### src/rtl/xt_keyboard_receiver_if.sv
// Host-side (8255 / interrupt controller) signal bundle of the XT keyboard receiver.
// parity_error exists only when KBD_PARITY_CHECK_EN is defined.
interface xt_keyboard_receiver_if;
  logic       clear_keyboard;
  logic       keyboard_clock_enable;
  logic [7:0] scancode;
  logic       irq1;
  logic       overrun;
`ifdef KBD_PARITY_CHECK_EN
  logic       parity_error;

  modport master (
    output clear_keyboard, keyboard_clock_enable,
    input  scancode, irq1, overrun, parity_error
  );

  modport slave (
    input  clear_keyboard, keyboard_clock_enable,
    output scancode, irq1, overrun, parity_error
  );
`else
  modport master (
    output clear_keyboard, keyboard_clock_enable,
    input  scancode, irq1, overrun
  );

  modport slave (
    input  clear_keyboard, keyboard_clock_enable,
    output scancode, irq1, overrun
  );
`endif
endinterface

### src/rtl/xt_keyboard_receiver.sv
// PS/2 device-to-host frame receiver feeding the XT 8255 port A and IRQ1.
// Optional odd-parity enforcement and parity_error output: define KBD_PARITY_CHECK_EN.
module xt_keyboard_receiver #(
  parameter int unsigned DEBOUNCE_CYCLES = 8,
  parameter int unsigned TIMEOUT_CYCLES  = 20000
) (
  input  logic                   clock,
  input  logic                   reset_n,
  input  logic                   ps2_clock,
  input  logic                   ps2_data,
  output logic                   ps2_clock_inhibit,
  xt_keyboard_receiver_if.slave  host
);

  typedef enum logic [1:0] {
    S_IDLE,
    S_DATA,
    S_PARITY,
    S_STOP
  } state_t;

  localparam logic [7:0]  DEB_LAST = 8'(DEBOUNCE_CYCLES - 1);
  localparam logic [15:0] TO_LAST  = 16'(TIMEOUT_CYCLES - 1);

  logic       clk_meta, clk_sync;
  logic       dat_meta, dat_sync;
  logic       filt_clk;
  logic [7:0] deb_cnt;
  logic       fall_strobe;

  state_t      state, state_next;
  logic [2:0]  bit_cnt;
  logic [7:0]  shift_reg;
  logic [15:0] timeout_cnt;
  logic        timeout_hit;
  logic        frame_done;

  logic [7:0] scancode_q;
  logic       irq1_q;
  logic       overrun_q;

`ifdef KBD_PARITY_CHECK_EN
  logic parity_bit;
  logic parity_bad;
  logic parity_error_q;
`endif

  // NOTE: sequential state uses non-blocking assignments so every flop samples
  // pre-edge values; blocking here would turn the 2-flop synchroniser into one flop.
  always_ff @(posedge clock or negedge reset_n) begin
    if (!reset_n) begin
      clk_meta <= 1'b1;
      clk_sync <= 1'b1;
      dat_meta <= 1'b1;
      dat_sync <= 1'b1;
    end else begin
      clk_meta <= ps2_clock;
      clk_sync <= clk_meta;
      dat_meta <= ps2_data;
      dat_sync <= dat_meta;
    end
  end

  // Filtered clock flips on the DEBOUNCE_CYCLES-th consecutive differing sample;
  // the falling-edge strobe is registered alongside the flip.
  always_ff @(posedge clock or negedge reset_n) begin
    if (!reset_n) begin
      filt_clk    <= 1'b1;
      deb_cnt     <= '0;
      fall_strobe <= 1'b0;
    end else begin
      fall_strobe <= 1'b0;
      if (clk_sync == filt_clk) begin
        deb_cnt <= '0;
      end else if (deb_cnt == DEB_LAST) begin
        filt_clk    <= clk_sync;
        deb_cnt     <= '0;
        fall_strobe <= filt_clk;
      end else begin
        deb_cnt <= deb_cnt + 8'd1;
      end
    end
  end

  assign timeout_hit = (state != S_IDLE) && (timeout_cnt == TO_LAST);

  always_ff @(posedge clock or negedge reset_n) begin
    if (!reset_n) begin
      state <= S_IDLE;
    end else begin
      state <= state_next;
    end
  end

  // NOTE: every always_comb output gets a default first so no path leaves it
  // unassigned, which would otherwise infer a latch.
  always_comb begin
    state_next = state;
    if (!host.keyboard_clock_enable || timeout_hit) begin
      state_next = S_IDLE;
    end else if (fall_strobe) begin
      case (state)
        S_IDLE:   if (!dat_sync) state_next = S_DATA;
        S_DATA:   if (bit_cnt == 3'd7) state_next = S_PARITY;
        S_PARITY: state_next = S_STOP;
        S_STOP:   state_next = S_IDLE;
        default:  state_next = S_IDLE;
      endcase
    end
  end

  always_comb begin
    frame_done = 1'b0;
`ifdef KBD_PARITY_CHECK_EN
    parity_bad = 1'b0;
`endif
    if (host.keyboard_clock_enable && !timeout_hit && fall_strobe && state == S_STOP) begin
`ifdef KBD_PARITY_CHECK_EN
      parity_bad = ~(^shift_reg ^ parity_bit);
      frame_done = dat_sync && !parity_bad;
`else
      frame_done = dat_sync;
`endif
    end
  end

  // Frame assembly: bit counter, LSB-first shift register, parity capture, timeout.
  always_ff @(posedge clock or negedge reset_n) begin
    if (!reset_n) begin
      bit_cnt     <= '0;
      shift_reg   <= '0;
      timeout_cnt <= '0;
`ifdef KBD_PARITY_CHECK_EN
      parity_bit  <= 1'b0;
`endif
    end else begin
      if (state != S_DATA) begin
        bit_cnt <= '0;
      end else if (fall_strobe && state_next != S_IDLE) begin
        bit_cnt <= bit_cnt + 3'd1;
      end

      if (fall_strobe && state == S_DATA && state_next != S_IDLE) begin
        shift_reg <= {dat_sync, shift_reg[7:1]};
      end

`ifdef KBD_PARITY_CHECK_EN
      if (fall_strobe && state == S_PARITY && state_next == S_STOP) begin
        parity_bit <= dat_sync;
      end
`endif

      if (state == S_IDLE || !host.keyboard_clock_enable || fall_strobe || timeout_hit) begin
        timeout_cnt <= '0;
      end else begin
        timeout_cnt <= timeout_cnt + 16'd1;
      end
    end
  end

  // Host-visible byte latch; clear_keyboard wins over a frame completing in the same cycle.
  always_ff @(posedge clock or negedge reset_n) begin
    if (!reset_n) begin
      scancode_q     <= '0;
      irq1_q         <= 1'b0;
      overrun_q      <= 1'b0;
`ifdef KBD_PARITY_CHECK_EN
      parity_error_q <= 1'b0;
`endif
    end else if (host.clear_keyboard) begin
      scancode_q     <= '0;
      irq1_q         <= 1'b0;
      overrun_q      <= 1'b0;
`ifdef KBD_PARITY_CHECK_EN
      parity_error_q <= 1'b0;
`endif
    end else begin
      if (frame_done) begin
        if (irq1_q) begin
          overrun_q <= 1'b1;
        end else begin
          scancode_q <= shift_reg;
          irq1_q     <= 1'b1;
        end
      end
`ifdef KBD_PARITY_CHECK_EN
      if (parity_bad) begin
        parity_error_q <= 1'b1;
      end
`endif
    end
  end

  // Hold the device off while disabled or while a byte is waiting for the host.
  always_ff @(posedge clock or negedge reset_n) begin
    if (!reset_n) begin
      ps2_clock_inhibit <= 1'b1;
    end else begin
      ps2_clock_inhibit <= ~host.keyboard_clock_enable | irq1_q | host.clear_keyboard;
    end
  end

  assign host.scancode = scancode_q;
  assign host.irq1     = irq1_q;
  assign host.overrun  = overrun_q;
`ifdef KBD_PARITY_CHECK_EN
  assign host.parity_error = parity_error_q;
`endif

endmodule

### src/flat_wrapper.sv
// flat-port wrapper written by rule: the top's interface ports become plain ports
module xt_keyboard_receiver_flat 
#(
  parameter int unsigned DEBOUNCE_CYCLES = 8,
  parameter int unsigned TIMEOUT_CYCLES  = 20000
)
  (clock, reset_n, ps2_clock, ps2_data, ps2_clock_inhibit, host_clear_keyboard, host_keyboard_clock_enable, host_scancode, host_irq1, host_overrun);
  xt_keyboard_receiver_if host_i ();
  input  logic clock;
  input  logic reset_n;
  input  logic ps2_clock;
  input  logic ps2_data;
  output logic ps2_clock_inhibit;
  input wire logic [$bits(host_i.clear_keyboard)-1:0] host_clear_keyboard;
  input wire logic [$bits(host_i.keyboard_clock_enable)-1:0] host_keyboard_clock_enable;
  output wire logic [$bits(host_i.scancode)-1:0] host_scancode;
  output wire logic [$bits(host_i.irq1)-1:0] host_irq1;
  output wire logic [$bits(host_i.overrun)-1:0] host_overrun;
  assign host_i.clear_keyboard = host_clear_keyboard;
  assign host_i.keyboard_clock_enable = host_keyboard_clock_enable;
  assign host_scancode = host_i.scancode;
  assign host_irq1 = host_i.irq1;
  assign host_overrun = host_i.overrun;
  xt_keyboard_receiver #(.DEBOUNCE_CYCLES(DEBOUNCE_CYCLES), .TIMEOUT_CYCLES(TIMEOUT_CYCLES)) u_core (.clock(clock), .reset_n(reset_n), .ps2_clock(ps2_clock), .ps2_data(ps2_data), .ps2_clock_inhibit(ps2_clock_inhibit), .host(host_i));
endmodule
### config.mk
export PLATFORM = sky130hd
export DESIGN_NAME = xt_keyboard_receiver_flat
export DESIGN_NICKNAME = d
export VERILOG_FILES = /design/src/rtl/xt_keyboard_receiver_if.sv /design/src/rtl/xt_keyboard_receiver.sv /design/src/flat_wrapper.sv
export SDC_FILE = /design/constraint.sdc
export NUM_CORES = 1
export LEC_CHECK = 0
export ABC_AREA = 1
export BUFFER_PORTS_ARGS = -buffer_cell sky130_fd_sc_hd__buf_2
export CORE_ASPECT_RATIO = 1.1
export CORE_MARGIN = 2
export CORE_UTILIZATION = 30
export DETAILED_ROUTE_END_ITERATION = 8
export PLACE_DENSITY_LB_ADDON = 0.25
export RECOVER_POWER = 50
export REMOVE_ABC_BUFFERS = 1
export SKIP_CTS_REPAIR_TIMING = 1
export SLEW_MARGIN = 40
export SYNTH_ARGS = -nofsm -noshare
export SYNTH_HDL_FRONTEND = slang
export SYNTH_SLANG_ARGS = --single-unit
export TNS_END_PERCENT = 20
### constraint.sdc
create_clock -name clock -period 1.65 [get_ports clock]
set_clock_uncertainty 0.05 [all_clocks]
set_input_delay 0.33 -clock clock [delete_from_list [all_inputs] [get_ports clock]]
set_output_delay 0.33 -clock clock [all_outputs]
set_load 0.01 [all_outputs]
==> summary by stage <==
Run status
The run finished with clean final reports.

Critical path
The family of cells with the greatest summed delay on the critical path is simple AND/OR/NAND/NOR gates. The number of cells on the worst reg-to-reg path is 10. The largest stage delay on the critical path is 0.40 ns. The endpoint of the most critical register-to-register path is u_core.bit_cnt[2]$_DFFE_PN0P_.

The data arrival time of the worst path is 1.79 ns. The reg-to-reg setup timing slack is 0.02 ns. The critical path launch point type is a flop. The critical path data required time is 1.81 ns. The worst register-to-register path begins at u_core.bit_cnt[1]$_DFFE_PN0P_. The most common cell type on the critical path is sky130_fd_sc_hd__nand2_1. In this run the worst path has a maximum fanout of 4. The worst setup path is of the reg2reg kind. The cell with the largest stage delay on the worst path is sky130_fd_sc_hd__dfrtp_1. STA classifies the critical path endpoint as a flop. The number of buffer and inverter stages on the critical path is 0. Traced cell by cell, the critical path runs through ha_2 > ha_4 > o21ai_2 > nand3_1 > nand2_1 > nand3_2 > nand2_4 > nand2_1 > nand3_1 > nand2_1.

Pwr
Of the total power, the share spent switching nets is 0.244. For this design the total switching power over the nets is 554 uW. The design draws 2.28 mW. The proportion of power drawn by combinational gates is 0.063. The static leakage is 1.43 nW. The fraction of power consumed by the clock network is 0.318. Dividing total power by cell area gives a power density of 753 nW/um^2. The largest voltage drop on the vdd net is 0.000410 V. Of the total power, registers draw 0.619. The internal power of the cells totals 1.72 mW.

Timing
Setup repair after global routing could not meet its margin everywhere. The slew at the pin with the worst max-slew slack is 0.722 ns. The portion of the clock cycle consumed by the worst path in the final layout is 0.990.

The total count of hold-check failures in the final report is 0. The max-slew violation total from the final report is 0. The post-route minimum period is 1.63 ns. The fmax is 612 MHz. Setup violations remaining at the end of the flow were counted as 0. In this run the tightest slew margin relative to its limit is 0.519.

Route
The via density per instance is 4.40. In this run the remaining antenna-violating nets after routing total 0. The DRC violation count after routing is 0. The number of DRC markers after the initial detailed-route iteration is 74. The number of search-and-repair iterations in the first detailed-routing pass is 4.

The final layout contains routed wiring with a total length of 4.68 mm. The routed layout has 1,920 vias. In the final routed layout, each cell accounts on average for 10.7 um.

Final layout
The count of antenna diodes in the layout is 0. Fill cells in the final layout number 861. In the final layout, the share of cells above drive strength 1 is 0.235. In the final design database the tool counted 337 nets.

The register with the most flip-flops in the layout has 16 of them. Compared with the post-synthesis result, the final layout area differs by 21.0%. In the final layout, the multi-input gates occupy 1030 um^2. Summing all flip-flop and latch instances after layout gives 1360 um^2. The register bank with the most flops is u_core.timeout_cnt.

The final cell area excluding filler cells is 3020 um^2.

Die
The starting density of the core is 0.312. After floorplanning, the core was sized to cover 8000 um^2. The total number of placement rows is 34.

Measured along the y axis, the die boundary spans 99.7 um. In this run the count of I/O pins placed on the die edge is 17. The die covers 9070 um^2. The die outline width is 91.0 um.

Synth
The main flop type after synthesis is sky130_fd_sc_hd__dfrtp_1. Of the post-synthesis cell area, the dominant cell type holds 0.481. The register area share after synthesis is 0.544.

The distinct cell type count of the synthesized netlist is 30. The mean area per synthesized cell is 8.76 um^2. The summed instance area of the synthesized netlist is 2500 um^2. Summed over all instances, the cell type with the most area after synthesis is sky130_fd_sc_hd__dfrtp_1. The gate count of the mapped netlist is 285. The number of warnings reported in the yosys synthesis log is 0. By area the synthesized netlist is led by sky130_fd_sc_hd__dfrtp_1 48%, sky130_fd_sc_hd__nand2_1 8.3%, sky130_fd_sc_hd__nand3_1 8.2%, sky130_fd_sc_hd__dfstp_2 6.3%, sky130_fd_sc_hd__inv_1 4.7%.

The flip-flop and latch count after synthesis is 54. The share of synthesized flip-flops with an asynchronous set or reset is 1.00. The count of flip-flops with a built-in enable after synthesis is 0.

Min path
For hold timing, the worst endpoint is u_core.clk_meta$_DFF_PN1_. The worst min-delay path startpoint is ps2_clock. The class of the most critical hold timing path is in2reg.

The number of instances on the worst hold path is 1.

Place
The total half-perimeter wirelength after legalization and detailed placement is 3.33 mm. After detailed placement, the total cell area comes to 2860 um^2. During placement, the flow inserted port buffers numbering 16.

At the end of routability-driven placement, the weighted congestion stood at 0.819.

Clock tree
CTS saw 54 sinks. The maximum level of the CTS H-tree is 2. Counting along the longest clock path gives a buffer depth of 2. The later pin in the worst-skew pair is clocked with a latency of 0.31 ns. The clock tree from TritonCTS is done. After clock tree synthesis, the clock-pin slew on the worst setup and hold paths is 0.10 ns.

The cell at the root of the clock tree is sky130_fd_sc_hd__clkbuf_8. TritonCTS created 5 clock buffers.

Global route
The global-route wire length before repair is 8.20 mm. Summed over all layers, the global routing overflow is 0. The pin count of the biggest net entering global routing is 55. In the global route stage, overall resource usage came out at 0.109. The number of antenna violations at the first check in global routing is 0. The via count of the first global-routing pass is 1,857.

Run
Max-cap violations in this run came to 0.
==> cells in the final DEF (no fill, tap or decap), types with 2 or more instances in the layout <==
cell                        n
sky130_fd_sc_hd__buf_4     19
sky130_fd_sc_hd__nor2_1    29
sky130_fd_sc_hd__inv_1     29
sky130_fd_sc_hd__a21oi_1    9
sky130_fd_sc_hd__nand2_4    2
sky130_fd_sc_hd__nand2_1   55
sky130_fd_sc_hd__xor2_1     7
sky130_fd_sc_hd__clkbuf_1   2
sky130_fd_sc_hd__dfstp_2    6
sky130_fd_sc_hd__nand3_2    4
sky130_fd_sc_hd__nand3_1   40
sky130_fd_sc_hd__o21ai_0    7
sky130_fd_sc_hd__clkbuf_8   5
sky130_fd_sc_hd__buf_6      2
sky130_fd_sc_hd__xnor2_1    2
sky130_fd_sc_hd__inv_2      3
sky130_fd_sc_hd__nand4_1    3
sky130_fd_sc_hd__dfrtp_1   47
sky130_fd_sc_hd__buf_2     15
sky130_fd_sc_hd__ha_2       2
sky130_fd_sc_hd__o21a_1     2
sky130_fd_sc_hd__nor3_1    10
sky130_fd_sc_hd__nor3_2     5
sky130_fd_sc_hd__nor2_2     5
==> worst max-delay path by stage <==
stage	from	endpoint	slack, ns	cells after the start
6_report	u_core.bit_cnt[1]$_DFFE_PN0P_	u_core.bit_cnt[2]$_DFFE_PN0P_	0.02	10
5_1_grt	u_core.bit_cnt[1]$_DFFE_PN0P_	u_core.bit_cnt[1]$_DFFE_PN0P_	-0.12	10
4_1_cts	u_core.bit_cnt[0]$_DFFE_PN0P_	u_core.shift_reg[7]$_DFFE_PN0P_	-0.09	10
3_5_place_dp	u_core.bit_cnt[0]$_DFFE_PN0P_	u_core.shift_reg[2]$_DFFE_PN0P_	-0.06	10
3_3_place_gp	u_core.bit_cnt[0]$_DFFE_PN0P_	u_core.shift_reg[7]$_DFFE_PN0P_	-0.006	10
2_1_floorplan	u_core.bit_cnt[0]$_DFFE_PN0P_	u_core.shift_reg[7]$_DFFE_PN0P_	-0.03	10
==> metal layers <==
metal  wire length, um  share of wire  vias up  track usage
met2              2080           0.44       29        0.171
met3               140          0.030        9       0.0242
met4               100          0.021        0       0.0455
met5                 0              0        -            0
li1                  -              -     1011            -
met1              2350           0.50      871        0.147
==> power by group through the flow <==
stage	clock network [mW]	registers [mW]	logic, mW
2_1_floorplan	0	1.43	0.0887
3_3_place_gp	0	1.43	0.150
3_5_place_dp	0	1.43	0.151
4_1_cts	0.765	1.41	0.151
5_1_grt	0.819	1.42	0.171
6_report	0.723	1.41	0.143
==> cells in the mapped netlist, types with 2 or more instances <==
library cell and number:
sky130_fd_sc_hd__o21a_1 2, sky130_fd_sc_hd__ha_1 4, sky130_fd_sc_hd__dfrtp_1 48, sky130_fd_sc_hd__xor2_1 7
sky130_fd_sc_hd__nand3_2 3, sky130_fd_sc_hd__nor2_2 3, sky130_fd_sc_hd__xnor2_1 2, sky130_fd_sc_hd__dfstp_2 6
sky130_fd_sc_hd__buf_2 2, sky130_fd_sc_hd__a21oi_1 9, sky130_fd_sc_hd__nor2_1 31, sky130_fd_sc_hd__o21ai_0 8
sky130_fd_sc_hd__buf_6 2, sky130_fd_sc_hd__nand4_1 3, sky130_fd_sc_hd__inv_1 31, sky130_fd_sc_hd__nand3_1 41
sky130_fd_sc_hd__nor3_2 2, sky130_fd_sc_hd__nand2_2 3, sky130_fd_sc_hd__nor3_1 13, sky130_fd_sc_hd__nand2_1 55
==> per-stage QoR <==
stage | hold slack, ns | setup TNS (ns) | utilization | cells | worst slack, ns
floorplan | -0.0156 | -0.155 | - | 280 | -0.0291
global placement | 0.296 | -0.00642 | 0.357 | 425 | -0.00642
detailed placement | 0.297 | -0.454 | 0.357 | 425 | -0.0612
CTS | -0.0366 | -0.784 | 0.368 | 433 | -0.0929
global route | 0.0402 | -1.48 | 0.378 | 436 | -0.122
finish | 0.0578 | 0 | 0.378 | 436 | 0.0160
==> cell type report <==
cell class              count  area share
inverters                  33      0.0410
clock buffers               6      0.0240
multi-input cells         193       0.342
clock inverters             2     0.00455
well taps                 108      0.0447
repair buffers             40      0.0932
flip-flops and latches     54       0.450
==> cell families after synthesis <==
family / Yosys count / synth area share
AOI/OAI and AO/OA: 20 / 0.0421
DFF: 54 / 0.544
and+or+nand+nor: 160 / 0.298
buffers and inverters: 38 / 0.0641
xor gates and xnor gates: 9 / 0.0316
adders and majority gates: 4 / 0.0200
Power figures use the tool's default switching activity.
